===== config.mk =====
export PLATFORM = sky130hd
export DESIGN_NAME = ped_crossing_ctrl
export DESIGN_NICKNAME = d
export VERILOG_FILES = /design/src/rtl/ped_pkg.sv /design/src/rtl/ped_button_debounce.sv /design/src/rtl/ped_crossing_ctrl.sv
export SDC_FILE = /design/constraint.sdc
export NUM_CORES = 1
export LEC_CHECK = 0
export BUFFER_PORTS_ARGS = -buffer_cell sky130_fd_sc_hd__buf_2
export CORE_ASPECT_RATIO = 0.6
export CORE_MARGIN = 2
export CORE_UTILIZATION = 50
export DETAILED_ROUTE_END_ITERATION = 16
export PLACE_DENSITY = 0.74
export SETUP_SLACK_MARGIN = 0.02
export SYNTH_ARGS = -nofsm -noshare
export SYNTH_HDL_FRONTEND = slang
export SYNTH_SLANG_ARGS = --single-unit

===== constraint.sdc =====
create_clock -name clk -period 5.2 [get_ports clk]
set_clock_uncertainty 0.05 [all_clocks]
set_input_delay 1.04 -clock clk [delete_from_list [all_inputs] [get_ports clk]]
set_output_delay 1.04 -clock clk [all_outputs]
set_load 0.05 [all_outputs]

===== src/rtl/ped_pkg.sv =====
// Shared types and constants for the pedestrian crossing controller.
// Vehicle lamps are packed as {red, yellow, green}.
package ped_pkg;

  typedef enum logic [2:0] {
    ST_IDLE,
    ST_REQ,
    ST_WAIT_RED,
    ST_WALK,
    ST_FLASH,
    ST_CLEAR,
    ST_FAULT
  } ped_state_e;

  localparam logic [2:0] LAMP_RED    = 3'b100;
  localparam logic [2:0] LAMP_YELLOW = 3'b010;
  localparam logic [2:0] LAMP_GREEN  = 3'b001;

  localparam int TICK_DIV_DEF   = 50;
  localparam int DEBOUNCE_DEF   = 4;
  localparam int WALK_SECS_DEF  = 6;
  localparam int FLASH_SECS_DEF = 3;

  function automatic logic lamps_legal(input logic [2:0] lamps);
    return (lamps == LAMP_RED) || (lamps == LAMP_YELLOW) || (lamps == LAMP_GREEN);
  endfunction

endpackage


===== src/rtl/ped_button_debounce.sv =====
// Push-button conditioning: 2-flop synchroniser, stability counter and
// a single-cycle pulse on the rising edge of the debounced level.
module ped_button_debounce
  import ped_pkg::*;
#(
  parameter int DEBOUNCE = DEBOUNCE_DEF
) (
  input  logic clk,
  input  logic rst,
  input  logic btn_raw,
  output logic press
);

  localparam int CW = $clog2(DEBOUNCE + 1);

  logic          sync1_q, sync1_d;
  logic          sync2_q, sync2_d;
  logic [CW-1:0] cnt_q, cnt_d;
  logic          level_q, level_d;
  logic          press_q, press_d;

  always_comb begin
    sync1_d = btn_raw;
    sync2_d = sync1_q;
    cnt_d   = cnt_q;
    // Counter saturates at DEBOUNCE so a held button yields one edge only.
    if (!sync2_q) begin
      cnt_d = '0;
    end else if (cnt_q != CW'(DEBOUNCE)) begin
      cnt_d = cnt_q + CW'(1);
    end
    level_d = (cnt_d == CW'(DEBOUNCE));
    press_d = level_d & ~level_q;
  end

  always_ff @(posedge clk) begin
    if (rst) begin
      sync1_q <= 1'b0;
      sync2_q <= 1'b0;
      cnt_q   <= '0;
      level_q <= 1'b0;
      press_q <= 1'b0;
    end else begin
      sync1_q <= sync1_d;
      sync2_q <= sync2_d;
      cnt_q   <= cnt_d;
      level_q <= level_d;
      press_q <= press_d;
    end
  end

  assign press = press_q;

endmodule


===== src/rtl/ped_crossing_ctrl.sv =====
// Pedestrian-side crossing controller: requests a vehicle red, grants walk
// only inside a red phase it saw begin, and latches illegal lamp states.
//
// state    | meaning
// ---------+-------------------------------------------------------------
// IDLE     | no request, don't-walk solid
// REQ      | ped_request asserted, waiting for vehicle yellow
// WAIT_RED | request accepted, waiting for the red phase to start
// WALK     | walk lamp solid for WALK_SECS ticks
// FLASH    | don't-walk blinking for FLASH_SECS ticks
// CLEAR    | don't-walk solid until vehicle red ends
// FAULT    | illegal vehicle lamps seen, held until reset
module ped_crossing_ctrl
  import ped_pkg::*;
#(
  parameter int TICK_DIV   = TICK_DIV_DEF,
  parameter int DEBOUNCE   = DEBOUNCE_DEF,
  parameter int WALK_SECS  = WALK_SECS_DEF,
  parameter int FLASH_SECS = FLASH_SECS_DEF
) (
  input  logic clk,
  input  logic rst,
  input  logic btn_raw,
  input  logic veh_red,
  input  logic veh_yellow,
  input  logic veh_green,
  output logic ped_request,
  output logic walk,
  output logic dont_walk,
  output logic wait_lamp,
  output logic fault
);

  localparam int DIV_W = (TICK_DIV > 1) ? $clog2(TICK_DIV) : 1;
  localparam int TMR_W = $clog2(WALK_SECS + FLASH_SECS + 1);

  ped_state_e   state_q, state_d;
  logic [DIV_W-1:0] div_q, div_d;
  logic [TMR_W-1:0] timer_q, timer_d;
  logic         queued_q, queued_d;
  logic         ped_request_q, ped_request_d;
  logic         walk_q, walk_d;
  logic         dont_walk_q, dont_walk_d;
  logic         wait_lamp_q, wait_lamp_d;
  logic         fault_q, fault_d;

  logic         press;
  logic         tick;
  logic         walk_done;
  logic         flash_done;
  logic         lamp_fault;
  logic [2:0]   lamps;

  ped_button_debounce #(
    .DEBOUNCE (DEBOUNCE)
  ) u_debounce (
    .clk     (clk),
    .rst     (rst),
    .btn_raw (btn_raw),
    .press   (press)
  );

  assign tick  = (div_q == DIV_W'(TICK_DIV - 1));
  assign lamps = {veh_red, veh_yellow, veh_green};

  always_comb begin
    div_d = tick ? '0 : div_q + DIV_W'(1);
  end

  always_comb begin
    state_d    = state_q;
    queued_d   = queued_q;
    walk_done  = tick && (timer_q == TMR_W'(WALK_SECS - 1));
    flash_done = tick && (timer_q == TMR_W'(FLASH_SECS - 1));
    lamp_fault = !lamps_legal(lamps) ||
                 (veh_green && (state_q == ST_WALK || state_q == ST_FLASH));

    if (press && (state_q inside {ST_WAIT_RED, ST_WALK, ST_FLASH, ST_CLEAR})) begin
      queued_d = 1'b1;
    end

    if (lamp_fault) begin
      state_d = ST_FAULT;
    end else begin
      case (state_q)
        ST_IDLE:     if (press) state_d = ST_REQ;
        ST_REQ:      if (veh_yellow) state_d = ST_WAIT_RED;
        ST_WAIT_RED: if (veh_red) state_d = ST_WALK;
        // Early red drop takes precedence over phase expiry.
        ST_WALK: begin
          if (!veh_red)       state_d = ST_CLEAR;
          else if (walk_done) state_d = ST_FLASH;
        end
        ST_FLASH: begin
          if (!veh_red)        state_d = ST_CLEAR;
          else if (flash_done) state_d = ST_CLEAR;
        end
        ST_CLEAR: begin
          if (!veh_red) begin
            if (queued_d) begin
              state_d  = ST_REQ;
              queued_d = 1'b0;
            end else begin
              state_d = ST_IDLE;
            end
          end
        end
        ST_FAULT: state_d = ST_FAULT;
        default:  state_d = ST_FAULT;
      endcase
    end

    if (state_d != state_q) begin
      timer_d = '0;
    end else if (tick) begin
      timer_d = timer_q + TMR_W'(1);
    end else begin
      timer_d = timer_q;
    end
  end

  // Lamp outputs are registered from the next state so they change on the
  // same edge as the state itself.
  always_comb begin
    ped_request_d = (state_d == ST_REQ);
    wait_lamp_d   = (state_d == ST_REQ) || (state_d == ST_WAIT_RED);
    walk_d        = (state_d == ST_WALK);
    fault_d       = (state_d == ST_FAULT);
    case (state_d)
      ST_WALK:  dont_walk_d = 1'b0;
      ST_FLASH: begin
        if (state_q != ST_FLASH) dont_walk_d = 1'b0;
        else if (tick)           dont_walk_d = ~dont_walk_q;
        else                     dont_walk_d = dont_walk_q;
      end
      default:  dont_walk_d = 1'b1;
    endcase
  end

  always_ff @(posedge clk) begin
    if (rst) begin
      state_q       <= ST_IDLE;
      div_q         <= '0;
      timer_q       <= '0;
      queued_q      <= 1'b0;
      ped_request_q <= 1'b0;
      walk_q        <= 1'b0;
      dont_walk_q   <= 1'b1;
      wait_lamp_q   <= 1'b0;
      fault_q       <= 1'b0;
    end else begin
      state_q       <= state_d;
      div_q         <= div_d;
      timer_q       <= timer_d;
      queued_q      <= queued_d;
      ped_request_q <= ped_request_d;
      walk_q        <= walk_d;
      dont_walk_q   <= dont_walk_d;
      wait_lamp_q   <= wait_lamp_d;
      fault_q       <= fault_d;
    end
  end

  assign ped_request = ped_request_q;
  assign walk        = walk_q;
  assign dont_walk   = dont_walk_q;
  assign wait_lamp   = wait_lamp_q;
  assign fault       = fault_q;

endmodule


# [After elaboration in Yosys (flattened, before gate mapping)]
# Index checks and enable logic that the tools add are counted.
# W data, S select, Z words.
[totals] wordCells=75 regBits=26
[classes] n_bitwise=3 eq_ne=21 addsub=3 n_reduce_logical=14 n_mux=20
[ops] operator="$mux W3" count=11
[ops] operator="$eq A3 B3 Y1 const B" count=6
[ops] operator="$pmux W3 S6" count=1
[ops] operator="$eq A3 B2 Y1 const B" count=5
[ops] operator="$eq A3 B1 Y1 const B" count=3
[ops] operator="$ne A3 B3 Y1 const B" count=3
[ops] operator="$mux W1" count=7
[ops] operator="$add A6 B1 Y6 const B" count=1
[ops] operator="$eq A6 B6 Y1 const B" count=1
[ops] operator="$logic_or A1 B1 Y1" count=5
[ops] operator="$add A4 B1 Y4 const B" count=1
[ops] operator="$eq A4 B2 Y1 const B" count=1
[ops] operator="$eq A4 B3 Y1 const B" count=1
[ops] operator="$logic_and A1 B1 Y1" count=4
[ops] operator="$reduce_bool A4 Y1" count=1
[ops] operator="$reduce_or A2 Y1" count=2
[ops] operator="$add A3 B1 Y3 const B" count=1
[ops] operator="$logic_not A3 Y1" count=1
[ops] operator="$ne A3 B3 Y1" count=1
[ops] operator="$not A1 Y1" count=2
[ops] operator="$pmux W1 S2" count=1
[ops] operator="$and A1 B1 Y1" count=1
[ops] operator="$logic_not A1 Y1" count=1

# [Depth between registers and ports, before layout]
[logic_depth] ltp_word=10 depth_mapped=8 depth_no_buf=7

# [Modules after synthesis]
# From an unflattened synthesis, not the netlist that was laid out.
[hier_totals] cells_unflattened=143 area_unflattened_um2=1357.6
[by_module_without_submodules] mod="ped_crossing_ctrl" area_each_um2=1092.3 cells_per_inst=120 seq_area_each_um2=380.4 instances=1
[by_module_without_submodules] mod="ped_button_debounce" area_each_um2=265.3 cells_per_inst=23 seq_area_each_um2=140.1 instances=1

# [Worst setup path after synthesis]
# OpenSTA, ideal clock, no wires.
[synth_path] path_kind="input to register" from="in veh_green" to="reg wait_lamp_q (netlist: wait_lamp)" path_stages=6 path_buffers=1 arrival_ps=2275 setup_ps=72 t_required_ps=5078 path_slack_ps=2803 path_cell_list="buf_2 > and2b_1 > nor3b_1 > a2bb2oi_2 > or3b_1 > mux2i_1"
[synth_via] elab_chain_cells=8
[synth_lines] element="start, declared" line_no="ped_crossing_ctrl.sv:26" rtl="input logic veh_green,"
[synth_lines] element="$eq A3 B3 Y1 / $eq A3 B2 Y1 (equally long branches)" line_no="ped_pkg.sv:25" rtl="return (lamps == LAMP_RED) || (lamps == LAMP_YELLOW) || (lamps == LAMP_GREEN);"
[synth_lines] element="$logic_or A1 B1 Y1 (2 in series)" line_no="ped_pkg.sv:25"
[synth_lines] element="$logic_not A1 Y1" line_no="ped_crossing_ctrl.sv:75" rtl="lamp_fault = !lamps_legal(lamps) ||"
[synth_lines] element="$logic_or A1 B1 Y1 (*)" line_no="ped_crossing_ctrl.sv:75"
[synth_lines] element="$mux W3 (*)" line_no="ped_crossing_ctrl.sv:82" rtl="if (lamp_fault) begin"
[synth_lines] element="$eq A3 B1 Y1 / $eq A3 B2 Y1 (equally long branches)" line_no="ped_crossing_ctrl.sv:126" rtl="wait_lamp_d = (state_d == ST_REQ) || (state_d == ST_WAIT_RED);"
[synth_lines] element="$logic_or A1 B1 Y1 (*)" line_no="ped_crossing_ctrl.sv:126"
[synth_lines] element="end signal, assigned" line_no="ped_crossing_ctrl.sv:159" rtl="wait_lamp_q <= wait_lamp_d;"
[synth_lines] element="end, declared" line_no="ped_crossing_ctrl.sv:44" rtl="logic wait_lamp_q, wait_lamp_d;"
# Mark *: on every way between the ends. The rest lies on a longest branch, timed or not.
# A chain may end at the register's enable or synchronous reset.

# [Final worst setup path]
[layout_path] from="in veh_red" to="reg wait_lamp_q (netlist: wait_lamp)"
[layout_via] elab_chain_cells=8
[layout_lines] element="start, declared" line_no="ped_crossing_ctrl.sv:24" rtl="input logic veh_red,"
[layout_lines] element="$eq A3 B3 Y1 / $eq A3 B2 Y1 (equally long branches)" line_no="ped_pkg.sv:25"
[layout_lines] element="$logic_or A1 B1 Y1 (2 in series)" line_no="ped_pkg.sv:25"
[layout_lines] element="$logic_not A1 Y1" line_no="ped_crossing_ctrl.sv:75"
[layout_lines] element="$logic_or A1 B1 Y1" line_no="ped_crossing_ctrl.sv:75"
[layout_lines] element="$mux W3 (*)" line_no="ped_crossing_ctrl.sv:82"
[layout_lines] element="$eq A3 B1 Y1 / $eq A3 B2 Y1 (equally long branches)" line_no="ped_crossing_ctrl.sv:126"
[layout_lines] element="$logic_or A1 B1 Y1 (*)" line_no="ped_crossing_ctrl.sv:126"
# Marked as above.

==> impl_results.md <==
* Seq/Total Area, Yosys at 35.6%
* Number of synthesized flops with an enable pin at 0
* Leading area contributor after synthesis: dfxtp_1
* # clock sinks at 26
* Mux contribution to synthesized area at roughly 2.8%
* Post-Synth Adder-Cell Area at between 5 and 6%
* Hold_buf cts at 0
* Syn Inst Count at about 160
* Starting DRT DRC Count at between 150 and 200
* H-tree depth at 1
* Area added between synthesis and finish at 6.67%
* Critical Path RT at 5.35 ns
* Share of post-route cells with drive strength above 1 at about 14%
* Vias per inst at between 5 and 6
* Combinational power share at approximately an eighth
* Hold WC Path Type: reg -> reg
* Vias at around 1.1k
* Worst rel slew slack at 40.2%
* Unrepaired setup endpoints after global routing: false
* Post-CTS setup repair buffer count at 0
* Slew @ Worst Pin at between 0.8 and 0.9 ns
* Syn Area/Cell at a little over 9 um^2
* Simple-gate share of the synthesized area at between 20% and 30%
* Clock share of power at a little under two fifths
* Yosys top cell area share at between 30% and 40%
* Max-Cap Viols at 0
* Outcome: complete, no violations
* Routed Antenna Nets at 0
* Slew Limit Fails at 0
* Std-Cell Rows at 15
* Critical Path Start Type: input pin
* Most numerous cell in the Yosys netlist: dfxtp_1
* Crit Path Max Fanout at 16
* Netlist cell types at 47
* Sw power at approximately 0.11 mW
* IO buf count at 10
* # fillers at ~250
* Nets at ~180
* Post-synthesis compound-gate area fraction at around 15%
* Crit Path Category: in -> reg
* Fin crit share at roughly 47%
* Synth Area in XOR/XNOR at roughly 6.6%
* Setup TNS Final at 0 ns
* Synth Register Bits at 26
* Metal-1 WL at roughly 1.4 mm
* CTS tree: yes
* Die Span X at roughly 74 um
* Synth Cell Area at about 1500 um^2
* Worst-Skew Late Latency at between 0.2 and 0.3 ns
* CP Capture Type: flop
* Met2 wire len at about 1.3 mm
* Core area at roughly 2800 um^2
* Fmax at 0.408 GHz
* CTS root buffer: clkbuf_8
* CP arrival at about 2.6 ns
* Int Power at about 0.33 mW
* Drt wl/cell at 14.5 um
* Highest ir drop seen on vdd at ~210 uV
* Top layer in use: met4
* PwrDens at roughly 280 nW/um^2
* Async SR Flop Fraction at 0%
* Clock tree buffer depth at 2
* Dominant synthesized flop cell: dfxtp_1
* Die Height at 45.9 um
* Post-layout min period at about 2.4 ns
* # resized after CTS at 0
* Starting Density at 51.7%
* Main combinational cell family by area after synthesis: simple AND/OR/NAND/NOR gates
* Post-Syn Nets at 170
* Placed inst area at 1490 um^2
* Setup violations, final at 0
* Net switching fraction of the power at between 20% and 30%
* Final Cell Area at around 1600 um^2
* CTS Buf Count at 3
* Top cells by area, synth: dfxtp_1 36%, ha_1 6.0%, xnor2_1 4.2%
* Part of the power in registers at around 50%
* Largest net degree at the start of global routing at 18
* GR Overflow Total at 0
* Endpoints failing hold at 0
* Clock slew at reported path FFs at roughly 0.090 ns
* Met3 wire length at between 200 and 250 um
* DRT Pass-1 Iters at 4
* DRC at 0
* Initial antenna violation count at 0
* Die area at roughly 3400 um^2
* Top post-synthesis cells by count: 26 x dfxtp_1, 12 x nor2_1, 10 x nor3_1
* Vias in the first global route at about 1.0k
* GP Congestion at roughly 0.84
* Final Total Pwr at around 0.44 mW
* I/O pin count at 11
* P_leak at approximately 0.57 nW
* Post-DP HPWL at approximately 2.1 mm
* Tot GR Track Use at between 10% and 20%
* Ys Warns at 0
* First-pass GRT wire length at between 4 and 5 mm
* Final wirelength at ~2.9 mm
* Number of diodes at 0
==> registers in the layout, indices dropped and copies added, names as in the netlist <==
register	flops
div_q	6
timer_q	4
state_q	3
u_debounce.cnt_q	3
dont_walk	1
fault	1
ped_request	1
queued_q	1
u_debounce.level_q	1
u_debounce.press	1
u_debounce.sync1_q	1
u_debounce.sync2_q	1
wait_lamp	1
walk	1
==> path summary, 6_finish.rpt <==
| check | cells past startpoint | startpoint | to | slack (ns) |
|---|---|---|---|---|
| setup reg to reg | 6 | div_q[0] | timer_q[0] | 2.77 |
| setup / recovery | 6 | veh_red | wait_lamp | 2.75 |
| hold reg to reg | 1 | u_debounce.level_q | u_debounce.press | 0.34 |
| hold / removal | 1 | u_debounce.level_q | u_debounce.press | 0.34 |
==> logic make-up after synthesis <==
group	after synthesis
buffers and inverters	19
adder cells (fa/ha/maj)	7
AO/OA/AOI/OAI	27
XOR/XNOR	11
AND/OR/NAND/NOR	63
flip-flops	26
multiplexers	4
==> metrics by stage <==
| stage | util, % | cells | worst slack, ns | hold slack (ns) |
|---|---|---|---|---|
| 2_1_floorplan | - | 157 | 2.80 | 0.317 |
| 3_3_place_gp | 52.6 | 199 | 2.64 | 0.322 |
| 3_5_place_dp | 52.6 | 199 | 2.54 | 0.327 |
| 4_1_cts | 55.1 | 203 | 2.77 | 0.340 |
| 5_1_grt | 55.1 | 203 | 2.55 | 0.349 |
| 6_report | 55.1 | 203 | 2.75 | 0.340 |
==> cell usage in the layout (no fill, tap or decap), drive strengths merged, types with 2 or more instances in the layout <==
| master | instances |
|---|---|
| nor4 | 3 |
| and3 | 4 |
| nand3 | 2 |
| a211o | 2 |
| xnor2 | 7 |
| clkbuf | 3 |
| a2111oi | 2 |
| nor3b | 3 |
| mux2i | 3 |
| a211oi | 7 |
| a21oi | 3 |
| xor2 | 4 |
| dfxtp | 26 |
| nand2 | 7 |
| buf | 10 |
| nor3 | 11 |
| o21ai | 4 |
| nor2b | 6 |
| ha | 7 |
| inv | 9 |
| nor4b | 2 |
| nand2b | 5 |
| nor2 | 12 |
| or3b | 2 |
==> metal layers <==
metal / up-vias / track usage, %
met5: - / 0
met4: 0 / 5.45
met3: 4 / 4.20
met2: 40 / 30.2
met1: 525 / 24.8
li1: 561 / -
==> final cells by class <==
type / count / area, um^2 / share of cell area, %
inverter: 9 / 33.8 / 2.16
tap: 42 / 52.6 / 3.37
clock buffer: 3 / 41.3 / 2.64
clock inverter: 1 / 30.0 / 1.92
timing repair buffer: 10 / 50.0 / 3.21
multi-input combinational: 112 / 833 / 53.4
sequential: 26 / 520 / 33.3
==> power by group through the flow <==
| stage | clock, mW | sequential, mW | combinational (mW) |
|---|---|---|---|
| global placement | 0 | 0.221 | 0.0554 |
| floorplan | 0 | 0.222 | 0.0474 |
| detailed placement | 0 | 0.221 | 0.0572 |
| CTS | 0.168 | 0.217 | 0.0577 |
| finish | 0.164 | 0.217 | 0.0580 |
| global route | 0.179 | 0.218 | 0.0633 |
==> worst max-delay path: stages <==
cell and delay [ns]:
buf_2 0.29, and2b_1 0.21, nor3b_1 0.26, a2bb2oi_2 0.24
or3b_1 0.40, mux2i_1 0.15
Note: power is estimated with default switching activity, not from simulation.
